**config.mk**
```make
export PLATFORM = sky130hd
export DESIGN_NAME = dcache_line_buffer
export DESIGN_NICKNAME = d
export VERILOG_FILES = /design/src/rtl/dcache_line_buffer_pkg.sv /design/src/rtl/dcache_line_buffer.sv
export SDC_FILE = /design/constraint.sdc
export NUM_CORES = 1
export LEC_CHECK = 0
export ABC_AREA = 1
export CAP_MARGIN = 10
export CORE_AREA = 2 2 266 268
export DETAILED_ROUTE_END_ITERATION = 10
export DIE_AREA = 0 0 268 270
export MAX_ROUTING_LAYER = met4
export SLEW_MARGIN = 20
export SYNTH_ARGS = -nofsm -noshare
export SYNTH_HDL_FRONTEND = slang
export SYNTH_SLANG_ARGS = --single-unit
export TNS_END_PERCENT = 20
```
**constraint.sdc**
```tcl
create_clock -name clk -period 7.7 [get_ports clk]
set_clock_uncertainty 0.1 [all_clocks]
set_input_delay 0.77 -clock clk [delete_from_list [all_inputs] [get_ports clk]]
set_output_delay 0.77 -clock clk [all_outputs]
set_load 0.02 [all_outputs]
```
**src/rtl/dcache_line_buffer_pkg.sv**
```systemverilog
// Shared types and widths for the data-cache line buffer.
// The line is assembled from BEAT_W-wide memory beats; the array is SET_W-addressed.
package dcache_line_buffer_pkg;

  localparam int LINE_W = 256;
  localparam int BEAT_W = 64;
  localparam int SET_W  = 4;
  localparam int MASK_W = LINE_W / 8;

  typedef enum logic [2:0] {
    S_IDLE,
    S_FILL,
    S_FILL_WR,
    S_WB_RD,
    S_WB_CAP,
    S_WB_SEND,
    S_DONE
  } state_t;

  function automatic int cnt_width(input int beats);
    return (beats > 1) ? $clog2(beats) : 1;
  endfunction

endpackage

```
**src/rtl/dcache_line_buffer.sv**
```systemverilog
// Line buffer between memory beats and the data array: fill (beats -> array write) and writeback (array read -> beats).
// DCACHE_CRIT_WORD_EN adds a one-cycle critical-word forward during fills.
module dcache_line_buffer
  import dcache_line_buffer_pkg::*;
#(
  parameter int BEATS = 4
) (
  input  logic              clk,
  input  logic              rst,
  input  logic              fill_req,
  input  logic              wb_req,
  input  logic [SET_W-1:0]  set_idx,
  output logic              busy,
  output logic              done,
  input  logic [BEAT_W-1:0] mem_rdata,
  input  logic              mem_rvalid,
  output logic [BEAT_W-1:0] mem_wdata,
  output logic              mem_wvalid,
  input  logic              mem_wready,
  output logic              arr_csb,
  output logic              arr_web,
  output logic [MASK_W-1:0] arr_wmask,
  output logic [SET_W-1:0]  arr_addr,
  output logic [LINE_W-1:0] arr_din,
  input  logic [LINE_W-1:0] arr_dout
`ifdef DCACHE_CRIT_WORD_EN
  ,
  input  logic [1:0]        crit_word,
  output logic              crit_valid,
  output logic [BEAT_W-1:0] crit_data
`endif
);

  localparam int CNT_W = cnt_width(BEATS);

  state_t              r_state;
  logic [SET_W-1:0]    r_set;
  logic [LINE_W-1:0]   r_line;
  logic [CNT_W-1:0]    r_k;
  logic                r_busy;
  logic                r_done;
  logic                r_csb;
  logic                r_web;
  logic [MASK_W-1:0]   r_wmask;
  logic                r_wvalid;

  logic                w_last;
  logic                w_clr;
  logic                w_inc;

  assign w_last = (r_k == CNT_W'(BEATS - 1));
  assign w_clr  = (r_state == S_IDLE) || (r_state == S_WB_CAP);
  assign w_inc  = ((r_state == S_FILL) && mem_rvalid) ||
                  ((r_state == S_WB_SEND) && mem_wready);

  // Beat index wraps after the last beat so the next transfer starts at slot 0.
  always_ff @(posedge clk or posedge rst) begin
    if (rst) begin
      r_k <= '0;
    end else if (w_clr) begin
      r_k <= '0;
    end else if (w_inc) begin
      r_k <= w_last ? '0 : r_k + CNT_W'(1);
    end
  end

  always_ff @(posedge clk or posedge rst) begin
    if (rst) begin
      r_state  <= S_IDLE;
      r_set    <= '0;
      r_line   <= '0;
      r_busy   <= 1'b0;
      r_done   <= 1'b0;
      r_csb    <= 1'b1;
      r_web    <= 1'b1;
      r_wmask  <= '0;
      r_wvalid <= 1'b0;
    end else begin
      r_done <= 1'b0;
      case (r_state)
        S_IDLE: begin
          if (wb_req) begin
            r_state <= S_WB_RD;
            r_set   <= set_idx;
            r_busy  <= 1'b1;
            r_csb   <= 1'b0;
            r_web   <= 1'b1;
          end else if (fill_req) begin
            r_state <= S_FILL;
            r_set   <= set_idx;
            r_busy  <= 1'b1;
          end
        end
        S_FILL: begin
          if (mem_rvalid) begin
            r_line[int'(r_k)*BEAT_W +: BEAT_W] <= mem_rdata;
            if (w_last) begin
              r_state <= S_FILL_WR;
              r_csb   <= 1'b0;
              r_web   <= 1'b0;
              r_wmask <= '1;
            end
          end
        end
        S_FILL_WR: begin
          r_state <= S_DONE;
          r_csb   <= 1'b1;
          r_web   <= 1'b1;
          r_wmask <= '0;
          r_done  <= 1'b1;
        end
        S_WB_RD: begin
          r_state <= S_WB_CAP;
          r_csb   <= 1'b1;
        end
        S_WB_CAP: begin
          r_line   <= arr_dout;
          r_state  <= S_WB_SEND;
          r_wvalid <= 1'b1;
        end
        S_WB_SEND: begin
          if (mem_wready && w_last) begin
            r_state  <= S_DONE;
            r_wvalid <= 1'b0;
            r_done   <= 1'b1;
          end
        end
        S_DONE: begin
          r_state <= S_IDLE;
          r_busy  <= 1'b0;
        end
        default: r_state <= S_IDLE;
      endcase
    end
  end

  assign busy       = r_busy;
  assign done       = r_done;
  assign arr_csb    = r_csb;
  assign arr_web    = r_web;
  assign arr_wmask  = r_wmask;
  assign arr_addr   = r_set;
  assign arr_din    = r_line;
  assign mem_wvalid = r_wvalid;
  assign mem_wdata  = r_line[int'(r_k)*BEAT_W +: BEAT_W];

`ifdef DCACHE_CRIT_WORD_EN
  logic [1:0]        r_crit_word;
  logic              r_crit_valid;
  logic [BEAT_W-1:0] r_crit_data;
  logic              w_crit_hit;

  assign w_crit_hit = (r_state == S_FILL) && mem_rvalid && (r_k == CNT_W'(r_crit_word));

  always_ff @(posedge clk or posedge rst) begin
    if (rst) begin
      r_crit_word  <= '0;
      r_crit_valid <= 1'b0;
      r_crit_data  <= '0;
    end else begin
      if ((r_state == S_IDLE) && fill_req && !wb_req) r_crit_word <= crit_word;
      r_crit_valid <= w_crit_hit;
      if (w_crit_hit) r_crit_data <= mem_rdata;
    end
  end

  assign crit_valid = r_crit_valid;
  assign crit_data  = r_crit_data;
`endif

endmodule

```
Yosys cells after proc, flatten, opt, wreduce, memory -nomap -nowiden

Cells that the tools add are included.

Add/sub/neg operators: 2
Mux-type cells: 30
Shifts and indexed selects: 3
Reduce and logical (&&, ||, !) cells: 23
Equality and inequality tests: 12

Operator list:

| cell                        | count |
|---|---|
| $pmux W256 S2               | 1 |
| $bwmux W256                 | 1 |
| $mux W256                   | 1 |
| $shift A64 B33 Y256 const A | 1 |
| $shiftx A256 B9 Y64         | 1 |
| $shiftx A64 B33 Y256        | 1 |
| $mux W32                    | 2 |
| $pmux W32 S2                | 1 |
| $neg A8 Y33                 | 1 |
| $pmux W3 S6                 | 1 |
| $mux W3                     | 5 |
| $reduce_and A4 Y1           | 3 |
| $reduce_bool A2 Y1          | 6 |
| $eq A3 B3 Y1 const B        | 3 |
| $mux W1                     | 8 |
| $mux W4                     | 2 |
| $reduce_and A2 Y1           | 4 |
| $eq A3 B2 Y1 const B        | 2 |
| $mux W2                     | 3 |
| $ne A2 B2 Y1 const B        | 3 |
| $pmux W1 S2                 | 3 |
| $pmux W1 S3                 | 2 |
| $reduce_bool A3 Y1          | 2 |
| $eq A3 B1 Y1 const B        | 1 |
| other kinds (9)             | 12 |

Logic and storage cells: 80
Bits in registers: 302
Input bits: 330

Depth between registers and ports, before layout

Word-level depth: 5
Gate-level depth with buffers: 13
Gate-level depth less buffers: 9

Least setup slack after synthesis

No wires, ideal clock.

Kind: reg2out
Start point: register r_k[0]
End point: output mem_wdata[10]
Data arrival time: 1568 ps
Path buffers: 3
Slack: 5262 ps
Required time: 6830 ps
Stages on the path, launching flop included: 7
Cells stage by stage: dfrtp_1 buf_2 clkinv_1 buf_2 buf_1 nor2_1 o22ai_1

Word-level cells in the longest chain between the ends: 1

Ends and longest elaborated chain:

| element                | RTL line                  | text |
|---|---|---|
| start, declared        | dcache_line_buffer.sv:39  | `logic [CNT_W-1:0] r_k;` |
| start signal, assigned | dcache_line_buffer.sv:63  | `r_k <= w_last ? '0 : r_k + CNT_W'(1);` |
| $shiftx A256 B9 Y64    | dcache_line_buffer.sv:145 | `assign mem_wdata = r_line[int'(r_k)*BEAT_W +: BEAT_W];` |
| end, declared          | dcache_line_buffer.sv:17  | `output logic [BEAT_W-1:0] mem_wdata,` |

Every way passes these cells.

Final worst setup path

Start point: register r_k[0]
End point: output mem_wdata[25]

The elaborated chain is that of the path after synthesis.

==> out/results.ini <==
[placed_design]
dp_hpwl_um=57100
numPortBuffers=690
gp_congestion=0.863

[worst_setup_path]
worstPathBufferInverterCount=3
critPathKind=flop to output pin
start_kind=flop
crit_arrival_ns=4.09
crit_family=buffers and inverters
worstPathMaxFanout=69
r2r_cells=7
critPathSlowestCell=buf_4
critPathLaunch=r_k[0]$_DFFE_PP0P_
path_cells=inv_4, buf_4, o21ai_0, o22ai_1, clkdlybuf4s50_1
crit-reg2reg-launch=r_k[0]$_DFFE_PP0P_
endpoint_kind=output pin
rr_endpoint=arr_din[50]$_DFFE_PP0P_
r2r_setup_slack_ns=3.09
worstSetupPathDepth=5
cp.required_ns=6.83
max_stage_delay_ns=0.77

[global_route]
grt_usage=0.249
grt_start_max_net_pins=141
grt_pass1_vias=20500
grt_first_pass_wirelength_um=134000
antenna_found_initial=10
overflow=0

[power_and_ir_drop]
ir_worst_vdd_mv=0.407
p_per_area_nw_per_um2=401
clkPwrFrac=0.172
intPower_mw=5.22
switchingPower_mw=5.16
leakage_nw=12.3
swShare=0.497
pwr-share-comb=0.588
p_seq_frac=0.240

[routing]
viasPerCell=5.00
drt_wl_total_um=90700
drc=0
vias=21100
drtPass1Iterations=8
initialDrtViolationCount=1991
wl_per_cell_um=21.5
postRouteAntennaNets=0

[floorplanning]
start_util=0.253
die_y_um=270
rows=97
fp.dieArea_um2=72400
die_x_um=268
io_pins=691
coreArea_um2=69500

[timing]
finalCritPeriodShare=0.644
timing.hold.ws_ns=0.368
setup_tns_ns=0
maxSlewViolCount=0
rsz0062_at_grt=no
period_needed_ns=4.96
fmax_ghz=0.202
hold_viol=0
setup_viol=0
relSlewSlack=0.217
tightest_slew_ns=1.17

[logic_synthesis]
async_reset_ff_frac=1.00
netlist_top_cells_area=dfrtp_1 38%, nand2_1 22%, nand3_1 15%
synth_fp_nets=3084
synth.cell_area_um2=17600
synthCells=2749
synth_edf_count=0
yosys.area.top_type=dfrtp_1
post-synth-top-area-fraction=0.383
synth_cell_types=25
yosysSeqAreaShare=0.386
synth_warnings=0
synth-seq-cells=271
yosys-top-cells-count=1,017 x nand2_1, 525 x nand3_1, 377 x nor2_1
synth_most_common_cell=nand2_1
synth.avg_cell_area_um2=6.39
synthFlopType=dfrtp_1

[clock_network]
cts_hold_buf=0
cts_buffers=37
cts_tree=yes
post_cts_buffers=0
clock_path_buffers=3
clk_latency_ns=0.55
cts_resized=0
cts_sinks=271
cts_root_buffer=clkbuf_16
htree_levels=2
clk_pin_slew_ns=0.06

[cells_and_area]
area_delta_synth_final_pct=47.3
drive_gt1_frac=0.0324
nNetsFinal=3582
utilization=0.372

[min_path]
holdPathEnd=arr_csb$_DFFE_PP1P_
holdPathStages=2
hp-class=flop to flop
min_from=arr_csb$_DFFE_PP1P_

[status]
status=complete, no violations

[job]
drv_cap=0

## registers in the layout, indices dropped and copies added (netlist names)
signal / flops
r_state: 3
arr_wmask: 1
r_k: 2
arr_addr: 4
done: 1
busy: 1
arr_web: 1
mem_wvalid: 1
arr_csb: 1
arr_din: 256
## layer usage
metal	wire length, um	track usage	share of wire	vias to the layer above
li1	-	-	-	9801
met1	36200	0.307	0.40	10000
met2	43600	0.406	0.48	1080
met3	7260	0.0395	0.080	209
met4	3620	0.102	0.040	0
met5	0	-	0	-
## power groups by stage
stage	sequential [mW]	clock (mW)	combinational, mW
global route	2.55	1.87	6.52
global placement	2.50	0	6.04
finish	2.49	1.78	6.11
CTS	2.48	1.81	6.08
floorplan	2.88	0	2.93
detailed placement	2.49	0	6.06
## worst max-delay path by stage
stage / end / slack (ns)
after floorplan: arr_addr[0]$_DFFE_PP0P_ / 3.25
after global placement: arr_din[123]$_DFFE_PP0P_ / 3.20
after detailed placement: arr_din[79]$_DFFE_PP0P_ / 3.16
after CTS: mem_wdata[25] / 2.79
after global routing: mem_wdata[25] / 2.64
final: mem_wdata[25] / 2.74
## stage by stage
stage               cell area (um^2)  power [mW]  cells  worst slack [ns]
detailed placement             24600        8.55   4148              3.16
global placement               24600        8.54   4148              3.20
floorplan                      17600        5.81   2749              3.25
finish                         25900        10.4   4224              2.74
CTS                            25800        10.4   4213              2.79
global route                   25900        10.9   4223              2.64
## cell usage in the layout (no fill, tap or decap), drive strengths merged, types with 23 or more instances in the layout
master,n
clkdlybuf4s50,690
o22ai,64
o21ai,131
nand2,1025
inv,83
nand3,527
nor2,379
clkbuf,58
dfrtp,269
buf,23
## cell type report
class | instances | area [um^2]
Inverter | 84 | 330
Clock buffer | 58 | 1130
Multi-Input combinational cell | 2140 | 9220
Tap cell | 940 | 1180
Timing Repair Buffer | 713 | 7120
Fill cell | 7474 | 43700
Sequential cell | 271 | 6790
Antenna cell | 11 | 27.5
Clock inverter | 7 | 91.3
## cell families after synthesis
logic type / share of synthesized area
simple gates: 0.454
buf+inv: 0.0939
flops: 0.386
compound gates: 0.0620
fa+ha+maj: 0.00356
## worst min-delay path, delay by kind of cell, from the launching register on
kind | cells | cell delay, ns
flip-flops | 1 | 0.36
AND/OR/NAND/NOR | 2 | 0.10
Power figures use the tool's default switching activity.
